--- src/rtl/codec_slave_intf.sv ---
// Codec-side endpoint of the serial audio link: synchronizes the master's pins, deserializes
// left/right words from SDin and serializes the transmit pair onto SDout.
module codec_slave_intf #(
    parameter int DATA_W      = 16,
    parameter int SYNC_STAGES = 2
) (
    input  logic              clk,
    input  logic              rst_n,
    input  logic              LRCLK_i,
    input  logic              SCLK_i,
    input  logic              MCLK_i,
    input  logic              RSTn_i,
    input  logic              SDin_i,
    output logic              SDout_o,
    input  logic [DATA_W-1:0] lft_tx_i,
    input  logic [DATA_W-1:0] rht_tx_i,
    output logic              tx_load_o,
    output logic [DATA_W-1:0] lft_rx_o,
    output logic [DATA_W-1:0] rht_rx_o,
    output logic              rx_valid_o,
    output logic              frame_err_o
);

    localparam int CNT_W = $clog2(DATA_W) + 1;
    localparam logic [CNT_W-1:0] CNT_MAX = CNT_W'(DATA_W);

    localparam logic [1:0] WAIT_RST = 2'd0;
    localparam logic [1:0] WAIT_LR  = 2'd1;
    localparam logic [1:0] LEFT     = 2'd2;
    localparam logic [1:0] RIGHT    = 2'd3;

    logic unused_mclk;
    assign unused_mclk = MCLK_i;

    logic [SYNC_STAGES-1:0] lrSync_q, sclkSync_q, rstSync_q, sdSync_q;
    logic lrHist_q, sclkHist_q, sdHist_q;
    logic lrRise_q, lrFall_q, sclkRise_q, sclkFall_q;
    logic rstnSync;

    logic [1:0]        state_q, state_d;
    logic [CNT_W-1:0]  cnt_q, cnt_d;
    logic [DATA_W-1:0] txShift_q, txShift_d, txHold_q, txHold_d;
    logic [DATA_W-1:0] lftShift_q, lftShift_d, rhtShift_q, rhtShift_d;
    logic [DATA_W-1:0] lftRx_q, lftRx_d, rhtRx_q, rhtRx_d;
    logic              frameBad_q, frameBad_d, frameErr_q, frameErr_d;
    logic              txLoad_q, txLoad_d, rxValid_q, rxValid_d;
    logic              cntFull, lastBit;

    assign rstnSync = rstSync_q[SYNC_STAGES-1];

    // Edge strobes are registered, and SDin's history flop lines up with the SCLK strobe
    // so the bit used is the pin value from the cycle SCLK rose.
    always_ff @(posedge clk or negedge rst_n) begin
        if (!rst_n) begin
            lrSync_q   <= '0;
            sclkSync_q <= '0;
            rstSync_q  <= '0;
            sdSync_q   <= '0;
            lrHist_q   <= 1'b0;
            sclkHist_q <= 1'b0;
            sdHist_q   <= 1'b0;
            lrRise_q   <= 1'b0;
            lrFall_q   <= 1'b0;
            sclkRise_q <= 1'b0;
            sclkFall_q <= 1'b0;
        end else begin
            lrSync_q   <= {lrSync_q[SYNC_STAGES-2:0], LRCLK_i};
            sclkSync_q <= {sclkSync_q[SYNC_STAGES-2:0], SCLK_i};
            rstSync_q  <= {rstSync_q[SYNC_STAGES-2:0], RSTn_i};
            sdSync_q   <= {sdSync_q[SYNC_STAGES-2:0], SDin_i};
            lrHist_q   <= lrSync_q[SYNC_STAGES-1];
            sclkHist_q <= sclkSync_q[SYNC_STAGES-1];
            sdHist_q   <= sdSync_q[SYNC_STAGES-1];
            lrRise_q   <= lrSync_q[SYNC_STAGES-1] & ~lrHist_q;
            lrFall_q   <= ~lrSync_q[SYNC_STAGES-1] & lrHist_q;
            sclkRise_q <= sclkSync_q[SYNC_STAGES-1] & ~sclkHist_q;
            sclkFall_q <= ~sclkSync_q[SYNC_STAGES-1] & sclkHist_q;
        end
    end

    assign cntFull = (cnt_q == CNT_MAX);
    assign lastBit = (cnt_q == CNT_MAX - CNT_W'(1));

    always_comb begin
        state_d    = state_q;
        cnt_d      = cnt_q;
        txShift_d  = txShift_q;
        txHold_d   = txHold_q;
        lftShift_d = lftShift_q;
        rhtShift_d = rhtShift_q;
        lftRx_d    = lftRx_q;
        rhtRx_d    = rhtRx_q;
        frameBad_d = frameBad_q;
        frameErr_d = frameErr_q;
        txLoad_d   = 1'b0;
        rxValid_d  = 1'b0;

        if (!rstnSync) begin
            state_d   = WAIT_RST;
            txShift_d = '0;
            cnt_d     = '0;
        end else begin
            case (state_q)
                WAIT_RST: begin
                    txShift_d = '0;
                    state_d   = WAIT_LR;
                end
                WAIT_LR: begin
                    if (lrRise_q) begin
                        state_d    = LEFT;
                        txLoad_d   = 1'b1;
                        txShift_d  = lft_tx_i;
                        txHold_d   = rht_tx_i;
                        cnt_d      = '0;
                        frameBad_d = 1'b0;
                    end
                end
                default: begin
                    // LRCLK edges win over a coincident SCLK edge.
                    if ((state_q == LEFT) && lrFall_q) begin
                        if (!cntFull) begin
                            frameErr_d = 1'b1;
                            frameBad_d = 1'b1;
                        end
                        state_d   = RIGHT;
                        txShift_d = txHold_q;
                        cnt_d     = '0;
                    end else if ((state_q == RIGHT) && lrRise_q) begin
                        if (!cntFull) begin
                            frameErr_d = 1'b1;
                        end
                        state_d    = LEFT;
                        txLoad_d   = 1'b1;
                        txShift_d  = lft_tx_i;
                        txHold_d   = rht_tx_i;
                        cnt_d      = '0;
                        frameBad_d = 1'b0;
                    end else if (sclkRise_q && !cntFull) begin
                        cnt_d = cnt_q + CNT_W'(1);
                        if (state_q == LEFT) begin
                            lftShift_d = {lftShift_q[DATA_W-2:0], sdHist_q};
                        end else begin
                            rhtShift_d = {rhtShift_q[DATA_W-2:0], sdHist_q};
                        end
                        // Final bit of a half: blank SDout and publish a complete pair.
                        if (lastBit) begin
                            txShift_d = '0;
                            if ((state_q == RIGHT) && !frameBad_q) begin
                                rxValid_d = 1'b1;
                                lftRx_d   = lftShift_q;
                                rhtRx_d   = {rhtShift_q[DATA_W-2:0], sdHist_q};
                            end
                        end
                    end else if (sclkFall_q && !cntFull) begin
                        txShift_d = {txShift_q[DATA_W-2:0], 1'b0};
                    end
                end
            endcase
        end
    end

    always_ff @(posedge clk or negedge rst_n) begin
        if (!rst_n) begin
            state_q    <= WAIT_RST;
            cnt_q      <= '0;
            txShift_q  <= '0;
            txHold_q   <= '0;
            lftShift_q <= '0;
            rhtShift_q <= '0;
            lftRx_q    <= '0;
            rhtRx_q    <= '0;
            frameBad_q <= 1'b0;
            frameErr_q <= 1'b0;
            txLoad_q   <= 1'b0;
            rxValid_q  <= 1'b0;
        end else begin
            state_q    <= state_d;
            cnt_q      <= cnt_d;
            txShift_q  <= txShift_d;
            txHold_q   <= txHold_d;
            lftShift_q <= lftShift_d;
            rhtShift_q <= rhtShift_d;
            lftRx_q    <= lftRx_d;
            rhtRx_q    <= rhtRx_d;
            frameBad_q <= frameBad_d;
            frameErr_q <= frameErr_d;
            txLoad_q   <= txLoad_d;
            rxValid_q  <= rxValid_d;
        end
    end

    assign SDout_o     = txShift_q[DATA_W-1];
    assign tx_load_o   = txLoad_q;
    assign rx_valid_o  = rxValid_q;
    assign lft_rx_o    = lftRx_q;
    assign rht_rx_o    = rhtRx_q;
    assign frame_err_o = frameErr_q;

endmodule

--- config.mk ---
export PLATFORM = sky130hd
export DESIGN_NAME = codec_slave_intf
export DESIGN_NICKNAME = d
export VERILOG_FILES = /design/src/rtl/codec_slave_intf.sv
export SDC_FILE = /design/constraint.sdc
export NUM_CORES = 1
export LEC_CHECK = 0
export CORE_UTILIZATION = 54
export CTS_CLUSTER_SIZE = 8
export DETAILED_ROUTE_END_ITERATION = 10
export GPL_TIMING_DRIVEN = 0
export HOLD_SLACK_MARGIN = 0.03
export MAX_ROUTING_LAYER = met4
export PLACE_DENSITY = 0.81
export SLEW_MARGIN = 30
export SYNTH_ARGS = -nofsm -noshare
export SYNTH_HDL_FRONTEND = slang
export SYNTH_SLANG_ARGS = --single-unit
--- constraint.sdc ---
create_clock -name clk -period 2.6 [get_ports clk]
set_clock_uncertainty 0.1 [all_clocks]
set_input_delay 0.26 -clock clk [delete_from_list [all_inputs] [get_ports clk]]
set_output_delay 0.26 -clock clk [all_outputs]
set_load 0.1 [all_outputs]
==> flow_summary_export.csv, run 1 <==
group,metric,value,unit
global_route,grt_first_pass_wirelength,16500,um
timing,period_share,0.947,
power,p_per_area,699,mW/mm^2
global_route,gr-max-usage-layer,"met2",
setup_path,crit_path_cell_trace,"ha_1 -> and3_2 -> ha_1 -> mux2i_1 -> o2111a_1 -> or2_1 -> buf_6 -> buf_6 -> a22o_1",
global_route,track_usage,0.224,
timing,report.final.slew_viol_count,0,
route,initial_detailed_routing_violation_count,178,
power,vdd_ir_drop_max,0.547,mV
setup_path,cp_num_cells,9,
logic_synthesis,avgSynthCellArea,14.0,um^2
finish,fin_util,0.717,
setup_path,crit_path_max_fo,10,
clock_tree,clock_sinks,121,
min_path,min_delay_path_depth,1,
die,die-area,0.00986,mm^2
clock_tree,tritoncts,"yes",
route,vias_per_cell,5.77,
clock_tree,post-cts-setup-buffer-count,0,
logic_synthesis,netlist.top_cell.by_area,"sky130_fd_sc_hd__dfrtp_1",
route,drcViolationCount,0,
setup_path,critical_path.startpoint_type,"register",
route,detailroute.via_count,3365,
clock_tree,insertion_delay,0.50,ns
global_route,grt_max_degree,80,
logic_synthesis,synth.ff_latch_count,121,
place,placement.setup.worst_slack,0.178,ns
global_route,globalRouteMet1Util,0.293,
timing,finalWorstPathRequiredPeriod,2.46,ns
logic_synthesis,synth_cell_type_count,49,
setup_path,max_stage_delay,0.40,ns
power,power_leakage,3.01,nW
setup_path,cp_class,"reg2reg",
timing,setup_ws,0.137,ns
die,die_h,99.3,um
logic_synthesis,ys.flop_type,"sky130_fd_sc_hd__dfrtp_1",
logic_synthesis,post-synth-top-area-fraction,0.592,
die,io_pins,75,
timing,timing.fmax,0.406,GHz
finish,final_net_count,501,
logic_synthesis,synth_enable_flop_cells,0,
place,detailedPlacementHpwl,6560,um
clock_tree,numCtsBuffers,17,
setup_path,worst-endpoint-arrival,2.75,ns
finish,final_layout_size_suffix_gt1_frac,0.294,
global_route,antenna_found_initial,0,
setup_path,cp_num_buf_inv,2,
timing,rsz0062_at_grt,"no",
timing,setup_viol_count_final,0,
logic_synthesis,synth_most_common_cell,"sky130_fd_sc_hd__dfrtp_1",
timing,final_hold_viol_count,0,
clock_tree,clockRootBuffer,"sky130_fd_sc_hd__clkbuf_8",
finish,final-instance-count-excl-fill,583,
place,placement.io_buffers,73,
die,placement_rows,35,
place,dp_cells,550,
route,drt_wl_total,9900,um
logic_synthesis,post_synth_most_frequent_cells,"sky130_fd_sc_hd__dfrtp_1 (121), sky130_fd_sc_hd__mux2_2 (69), sky130_fd_sc_hd__o21ai_0 (28)",
finish,insertedDiodeCount,0,
logic_synthesis,synthesis.nets,407,
die,die_width,99.3,um
logic_synthesis,asyncSetResetFlopFracSynth,1.00,
min_path,timing.hold.worst.class,"in2reg",
logic_synthesis,netlist_area,0.00511,mm^2
setup_path,crit_path_end_kind,"register",
logic_synthesis,post_synth_main_area_contributors,"sky130_fd_sc_hd__dfrtp_1 (59%), sky130_fd_sc_hd__mux2_2 (15%), sky130_fd_sc_hd__mux2_4 (2.9%)",
timing,worstMarginPinSlew,0.990,ns
place,gp_routability_congestion,0.902,
timing,post_route_setup_tns,0,ns
timing,max_slew_margin_vs_limit,0.338,
clock_tree,cts.htree.levels,4,
timing,final.hold.worst_slack,0.0917,ns
die,core-area,0.00920,mm^2
route,first_pass_iters,4,
global_route,via_count_of_the_first_global_routing_pass,3351,
logic_synthesis,seq_area_frac_synth,0.592,
run,drv.max_cap_violation_count,0,
route,antenna_left,0,
setup_path,critical_path_required,2.89,ns
die,floorplan.initialDensity,0.556,
global_route,globalRoute.totalOverflow,0,
run_status,run_status,"finished, final reports clean",
setup_path,crit_path_top_delay_cell,"sky130_fd_sc_hd__dfrtp_1",
route,detail_route.wl_per_cell,17.0,um
logic_synthesis,yosysWarningCount,0,
clock_tree,clk_transition_reported_paths,0.06,ns
global_route,met3_usage,0.0464,
setup_path,timing.critical_path.max_delay_family,"compound AO/OA/AOI/OAI gates",
global_route,grt_use_met2,0.347,
setup_path,worstRegToRegCells,9,
finish,area_growth,29.0,%
logic_synthesis,syn-instance-count,365,
clock_tree,clock_tree.buffer_depth,2,
## worst reg2reg max path, stage by stage (launching register included)
cell,delay [ns]
sky130_fd_sc_hd__dfrtp_1,0.40
sky130_fd_sc_hd__ha_1,0.24
sky130_fd_sc_hd__and3_2,0.19
sky130_fd_sc_hd__ha_1,0.18
sky130_fd_sc_hd__mux2i_1,0.10
sky130_fd_sc_hd__o2111a_1,0.35
sky130_fd_sc_hd__or2_1,0.28
sky130_fd_sc_hd__buf_6,0.15
sky130_fd_sc_hd__buf_6,0.14
sky130_fd_sc_hd__a22o_1,0.24
## cell type report
class | instances | area (um^2)
Buffer | 23 | 149
Clock buffer | 17 | 414
Clock inverter | 15 | 143
Fill cell | 624 | 2600
Inverter | 5 | 18.8
Multi-Input combinational cell | 216 | 1930
Sequential cell | 121 | 3030
Tap cell | 111 | 139
Timing Repair Buffer | 75 | 773
## metal layers
metal  up-vias  wire length, um
met5         -                0
met4         0              142
met3        17              452
met2        86             4870
met1      1703             4430
li1       1559                -
## worst paths after layout
| kind | startpoint | to | slack [ns] |
|---|---|---|---|
| setup / recovery | cnt_q[0] | txShift_q[13] | 0.14 |
| hold / removal | SCLK_i | sclkSync_q[0] | 0.09 |
| setup reg to reg | cnt_q[0] | txShift_q[13] | 0.14 |
| hold reg to reg | sdSync_q[0] | sdSync_q[1] | 0.25 |
| max in group asynchronous | rst_n | txShift_q[1] | 1.60 |
| min in group asynchronous | rst_n | rhtShift_q[10] | 0.12 |
## layout by cell type (no fill, tap or decap), types with 4 or more instances in the layout
master and count:
sky130_fd_sc_hd__clkbuf_16 16, sky130_fd_sc_hd__a21oi_1 6, sky130_fd_sc_hd__o21a_1 5, sky130_fd_sc_hd__nor2_1 7, sky130_fd_sc_hd__buf_4 5, sky130_fd_sc_hd__a22o_1 11
sky130_fd_sc_hd__inv_6 4, sky130_fd_sc_hd__nor2b_1 5, sky130_fd_sc_hd__nand2b_1 7, sky130_fd_sc_hd__buf_2 4, sky130_fd_sc_hd__a32oi_1 12, sky130_fd_sc_hd__inv_1 4
sky130_fd_sc_hd__nand2_1 11, sky130_fd_sc_hd__a221oi_1 4, sky130_fd_sc_hd__mux2_4 10, sky130_fd_sc_hd__dfrtp_1 121, sky130_fd_sc_hd__clkdlybuf4s50_1 72, sky130_fd_sc_hd__mux2_2 69
sky130_fd_sc_hd__clkbuf_1 9, sky130_fd_sc_hd__o21ai_0 28
## power breakdown
group / switching, mW / internal [mW]
Clock: 0.889 / 1.29
Sequential: 0.0719 / 1.99
Combinational: 0.201 / 0.175
Total: 1.16 / 3.45
## sequential cells by signal, indices dropped and copies added, names as in the netlist, 2 cells and up
name / cells
state_q: 2
lft_rx_o: 16
sclkSync_q: 2
txHold_q: 16
lftShift_q: 16
sdSync_q: 2
rstSync_q: 2
rhtShift_q: 15
lrSync_q: 2
txShift_q: 16
rht_rx_o: 16
cnt_q: 5
## cell families after synthesis
logic type,count (synthesis),share of synthesized area
adder cells (fa/ha/maj),3,0.00734
AND/OR/NAND/NOR,50,0.0680
buffers and inverters,28,0.0328
flip-flops,121,0.592
AO/OA/AOI/OAI,83,0.116
multiplexers,80,0.183
## repair_timing
item	4_1_cts	5_1_grt
hold endpoints to repair	121	0
endpoints found under the setup margin	0	1
hold buffers	1	0
resized for setup	0	1
## through the flow
step	power, mW	cell area [um^2]
after floorplan	2.29	5110
after global placement	2.44	5980
after detailed placement	2.46	6010
after CTS	4.66	6580
after global routing	4.78	6600
final	4.61	6600
Note: power is estimated with default switching activity, not from simulation.
==> run 2, diff against run 1 <==
--- a/config.mk
+++ b/config.mk
@@ -6,12 +6,13 @@
 export NUM_CORES = 1
 export LEC_CHECK = 0
 export CORE_UTILIZATION = 54
+export CTS_BUF_LIST = sky130_fd_sc_hd__clkbuf_16
 export CTS_CLUSTER_SIZE = 8
 export DETAILED_ROUTE_END_ITERATION = 10
 export GPL_TIMING_DRIVEN = 0
-export HOLD_SLACK_MARGIN = 0.03
 export MAX_ROUTING_LAYER = met4
 export PLACE_DENSITY = 0.81
+export RECOVER_POWER = 50
 export SLEW_MARGIN = 30
 export SYNTH_ARGS = -nofsm -noshare
 export SYNTH_HDL_FRONTEND = slang
==> flow_summary_export.csv, run 2 (same netlist as run 1, synthesis figures left out) <==
group,metric,value,unit
run_status,run_status,"finished, final reports clean",
finish,layout_commonest_cell,"sky130_fd_sc_hd__dfrtp_1",
clock_tree,cts.htree.levels,4,
route,vias_per_cell,5.79,
setup_path,critical_path.endpoint,"txShift_q[13]",
setup_path,crit_path_end_kind,"register",
route,drt_wl_total,10000,um
finish,area_growth,29.0,%
clock_tree,clk_transition_reported_paths,0.06,ns
clock_tree,post-cts-setup-buffer-count,0,
die,io_pins,75,
setup_path,worst_r2r_startpoint,"cnt_q[0]",
clock_tree,tritoncts,"yes",
place,dp_cells,550,
finish,final-instance-count-excl-fill,583,
setup_path,ff2ff_setup_slack,0.15,ns
setup_path,cp_class,"reg2reg",
min_path,min_delay_path_depth,0,
timing,timing.fmax,0.408,GHz
min_path,timing.hold.worst.class,"reg2reg",
timing,period_share,0.944,
die,core-area,0.00920,mm^2
timing,report.final.slew_viol_count,0,
timing,rsz0062_at_grt,"no",
clock_tree,clockRootBuffer,"sky130_fd_sc_hd__clkbuf_16",
setup_path,critical_path.startpoint_type,"register",
route,initial_detailed_routing_violation_count,165,
setup_path,crit_path_max_fo,10,
setup_path,worst_setup_path_startpoint,"cnt_q[0]",
timing,max_slew_margin_vs_limit,0.279,
timing,setup_viol_count_final,0,
die,die_h,99.3,um
route,first_pass_iters,4,
timing,final_hold_viol_count,0,
global_route,globalRoute.totalOverflow,0,
finish,final_net_count,501,
timing,worstMarginPinSlew,1.08,ns
die,floorplan.initialDensity,0.556,
setup_path,crit_path_cell_trace,"ha_1 -> and3_2 -> ha_1 -> mux2i_1 -> o2111a_1 -> or2_1 -> buf_6 -> buf_6 -> a22o_1",
setup_path,crit_path_top_delay_cell,"sky130_fd_sc_hd__dfrtp_1",
power,overall_power_consumption,4.66,mW
route,antenna_left,0,
global_route,track_usage,0.227,
clock_tree,numCtsBuffers,17,
timing,finalWorstPathRequiredPeriod,2.45,ns
place,gp_routability_congestion,0.902,
setup_path,crit-reg2reg-capture,"txShift_q[13]",
global_route,via_count_of_the_first_global_routing_pass,3325,
clock_tree,clock_sinks,121,
route,detail_route.wl_per_cell,17.2,um
setup_path,worst-endpoint-arrival,2.64,ns
die,die_width,99.3,um
power,vdd_ir_drop_max,0.552,mV
place,placement.io_buffers,73,
global_route,grt_max_degree,80,
die,die-area,0.00986,mm^2
clock_tree,insertion_delay,0.40,ns
finish,final_layout_size_suffix_gt1_frac,0.292,
setup_path,worstRegToRegCells,9,
place,detailedPlacementHpwl,6560,um
power,power_leakage,3.01,nW
global_route,antenna_found_initial,0,
finish,insertedDiodeCount,0,
setup_path,critical_path_required,2.79,ns
clock_tree,clock_tree.buffer_depth,2,
timing,post_route_setup_tns,0,ns
route,detailroute.via_count,3375,
power,p_per_area,707,mW/mm^2
route,drcViolationCount,0,
setup_path,max_stage_delay,0.39,ns
die,placement_rows,35,
global_route,grt_first_pass_wirelength,16600,um
finish,mostFrequentLayoutCells,"sky130_fd_sc_hd__dfrtp_1 (121), sky130_fd_sc_hd__mux2_2 (69), sky130_fd_sc_hd__clkdlybuf4s50_1 (68)",
run,drv.max_cap_violation_count,0,
[run 2: area by class of cell]
class / count / area [um^2]
Multi-Input combinational cell: 216 / 1930
Timing Repair Buffer: 75 / 763
Sequential cell: 121 / 3030
Inverter: 5 / 18.8
Tap cell: 111 / 139
Clock inverter: 15 / 143
Fill cell: 625 / 2600
Clock buffer: 17 / 425
Buffer: 23 / 148
[run 2: where the power goes]
part | switching [mW] | leakage [nW] | internal, mW
clock network | 0.894 | 0.274 | 1.33
logic | 0.202 | 1.11 | 0.172
registers | 0.0728 | 1.62 | 1.99
total | 1.17 | 3.01 | 3.49
[run 2: per-stage QoR]
step	hold WS, ns	setup WS, ns	util	instance area, um^2
final	0.248	0.146	0.717	6600
after global routing	0.253	0.0129	0.717	6600
after CTS	0.180	0.130	0.717	6590
after detailed placement	0.0668	0.178	0.654	6010
after global placement	0.232	-3.30	0.650	5980
after floorplan	-0.136	0.478	-	5110
[run 2: layer usage]
metal,routed length (um),global-route usage,vias to the layer above,part of all wire
li1,-,-,1552,-
met5,0,-,-,0
met3,499,0.0604,19,0.050
met2,4960,0.348,108,0.50
met1,4400,0.295,1696,0.44
met4,144,0.0747,0,0.014
[run 2: worst min-delay path by stage]
stage / from / end / slack (ns)
floorplan: rst_n / cnt_q[0] / -0.14
global placement: sclkSync_q[0] / sclkSync_q[1] / 0.23
detailed placement: rst_n / rhtShift_q[11] / 0.07
CTS: SCLK_i / sclkSync_q[0] / 0.18
global route: sclkSync_q[0] / sclkSync_q[1] / 0.25
finish: rstSync_q[0] / rstSync_q[1] / 0.25
[run 2: what timing repair did]
item,in CTS,in global routing
resized for setup,0,1
endpoints found under the setup margin,0,1
endpoints found under the hold margin,42,0
hold buffers,1,0
[run 2: worst max-delay path: cells and delay by family, from the launching register on]
kind | cells | cell delay [ns]
AOI/OAI and AO/OA | 2 | 0.57
and+or+nand+nor | 2 | 0.47
adders and majority gates | 2 | 0.41
DFF | 1 | 0.39
buffers and inverters | 2 | 0.29
muxes | 1 | 0.10
==> run 3, diff against run 2 <==
--- a/config.mk
+++ b/config.mk
@@ -7,13 +7,13 @@
 export LEC_CHECK = 0
 export CORE_UTILIZATION = 54
 export CTS_BUF_LIST = sky130_fd_sc_hd__clkbuf_16
-export CTS_CLUSTER_SIZE = 8
+export CTS_CLUSTER_SIZE = 25
 export DETAILED_ROUTE_END_ITERATION = 10
+export GPL_ROUTABILITY_DRIVEN = 0
 export GPL_TIMING_DRIVEN = 0
 export MAX_ROUTING_LAYER = met4
 export PLACE_DENSITY = 0.81
 export RECOVER_POWER = 50
-export SLEW_MARGIN = 30
 export SYNTH_ARGS = -nofsm -noshare
 export SYNTH_HDL_FRONTEND = slang
 export SYNTH_SLANG_ARGS = --single-unit
==> flow_summary_export.csv, run 3 (same netlist as run 1, synthesis figures left out) <==
group,metric,value,unit
run_status,run_status,"finished, final reports clean",
timing,worstMarginPinSlew,1.05,ns
setup_path,max_stage_delay,0.39,ns
min_path,hold_startpoint,"sclkSync_q[0]",
timing,timing.fmax,0.416,GHz
die,core-area,0.00920,mm^2
setup_path,critical_path.startpoint_type,"register",
route,detail_route.wl_per_cell,18.3,um
power,vdd_ir_drop_max,0.537,mV
timing,final_hold_viol_count,0,
clock_tree,clockRootBuffer,"sky130_fd_sc_hd__clkbuf_16",
setup_path,cp_class,"reg2reg",
finish,layout_commonest_cell,"sky130_fd_sc_hd__dfrtp_1",
route,initial_detailed_routing_violation_count,236,
timing,final.hold.worst_slack,0.246,ns
run,drv.max_cap_violation_count,0,
clock_tree,numCtsBuffers,17,
power,p_per_area,729,mW/mm^2
clock_tree,insertion_delay,0.41,ns
setup_path,worstRegToRegCells,8,
setup_path,crit_path_frequent_cell,"sky130_fd_sc_hd__ha_1",
min_path,min_delay_path_depth,0,
clock_tree,clock_tree.buffer_depth,2,
route,detailroute.via_count,3386,
global_route,track_usage,0.244,
die,die_width,99.3,um
timing,setup_viol_count_final,0,
global_route,grt_first_pass_wirelength,17800,um
route,drt_wl_total,10700,um
place,placement.setup.worst_slack,0.216,ns
finish,design_area,0.00665,mm^2
timing,period_share,0.924,
setup_path,worst-endpoint-arrival,2.58,ns
route,antenna_left,0,
route,vias_per_cell,5.78,
setup_path,worst_r2r_startpoint,"cnt_q[1]",
clock_tree,clk_transition_reported_paths,0.06,ns
die,floorplan.initialDensity,0.556,
setup_path,timing.critical_path.max_delay_family,"compound AO/OA/AOI/OAI gates",
timing,finalWorstPathRequiredPeriod,2.40,ns
finish,area_growth,30.1,%
clock_tree,cts_resized,0,
die,die-area,0.00986,mm^2
die,placement_rows,35,
global_route,via_count_of_the_first_global_routing_pass,3508,
die,die_h,99.3,um
setup_path,crit_path_end_kind,"register",
power,overall_power_consumption,4.85,mW
setup_path,crit-reg2reg-capture,"txShift_q[1]",
timing,rsz0062_at_grt,"no",
global_route,antenna_found_initial,0,
setup_path,crit_path_max_fo,7,
place,placement.io_buffers,73,
clock_tree,cts.htree.levels,4,
setup_path,crit_path_top_delay_cell,"sky130_fd_sc_hd__dfrtp_1",
timing,max_slew_margin_vs_limit,0.298,
finish,mostFrequentLayoutCells,"sky130_fd_sc_hd__dfrtp_1 (121), sky130_fd_sc_hd__mux2_2 (69), sky130_fd_sc_hd__clkdlybuf4s50_1 (68)",
min_path,min_to,"sclkSync_q[1]",
finish,multiInputGateArea,0.00192,mm^2
route,drcViolationCount,0,
power,power_leakage,3.04,nW
place,detailedPlacementHpwl,6840,um
setup_path,crit_path_cell_trace,"ha_1 -> and3_2 -> ha_1 -> mux2i_1 -> o2111a_1 -> or2_1 -> buf_6 -> o41ai_1",
min_path,timing.hold.worst.class,"reg2reg",
setup_path,cp_num_buf_inv,1,
setup_path,ff2ff_setup_slack,0.20,ns
global_route,globalRoute.totalOverflow,0,
finish,seq_area,0.00303,mm^2
timing,setup_ws,0.198,ns
clock_tree,clock_sinks,121,
global_route,grt_max_degree,80,
clock_tree,tritoncts,"yes",
finish,final_layout_size_suffix_gt1_frac,0.293,
place,placedInstanceArea,0.00601,mm^2
timing,report.final.slew_viol_count,0,
setup_path,critical_path_required,2.78,ns
timing,post_route_setup_tns,0,ns
die,io_pins,75,
finish,insertedDiodeCount,0,
finish,final.fill_count,602,
route,first_pass_iters,4,
finish,final_net_count,504,
-- run 3: cell types whose count changed in the layout (fill, tap and decap cells not counted), sizes merged --
cell / before / now
clkbuf: 29 / 28
inv: 11 / 10
bufinv: 1 / 3
buf: 13 / 17
clkinvlp: 3 / 2
-- run 3: per-layer routing --
| layer | wire (um) | part of all wire | global-route usage | up-vias |
|---|---|---|---|---|
| li1 | - | - | - | 1548 |
| met3 | 506 | 0.047 | 0.0457 | 19 |
| met4 | 177 | 0.017 | 0.115 | 0 |
| met2 | 5470 | 0.51 | 0.376 | 109 |
| met1 | 4570 | 0.43 | 0.315 | 1710 |
| met5 | 0 | 0 | - | - |
-- run 3: power by group --
part           switching (mW)  leakage (nW)  internal [mW]  total (mW)
clock                   0.888         0.294           1.53        2.41
combinational           0.205          1.13          0.172       0.377
sequential             0.0744          1.62           1.99        2.06
-- run 3: area by class of cell --
| cell class | count | share of cell area |
|---|---|---|
| clock buffer | 17 | 0.0639 |
| sequential | 121 | 0.455 |
| tap | 111 | 0.0209 |
| buffer | 23 | 0.0224 |
| clock inverter | 15 | 0.0286 |
| multi-input combinational | 216 | 0.288 |
| inverter | 5 | 0.00282 |
| timing repair buffer | 78 | 0.118 |
-- run 3: worst max-delay path by stage --
stage	startpoint	endpoint	slack, ns	depth (start not counted)
after CTS	cnt_q[0]	lft_rx_o[2]	0.20	7
after global routing	state_q[0]	txShift_q[12]	0.03	6
final	cnt_q[1]	txShift_q[1]	0.20	8
after floorplan	cnt_q[0]	txShift_q[14]	0.48	9
after global placement	rst_n	txHold_q[15]	-3.31	1
after detailed placement	cnt_q[0]	rht_rx_o[10]	0.22	7
-- run 3: through the flow --
stage                      util  cells
after global routing      0.723    586
after global placement    0.650    549
after floorplan               -    365
after detailed placement  0.654    550
final                     0.723    586
after CTS                 0.722    583
-- run 3: what timing repair did --
item                                    in CTS  in global routing
endpoints found under the setup margin       0                  1
hold buffers                                 1                  0
buffers inserted                             0                  3
hold endpoints to repair                    42                  0
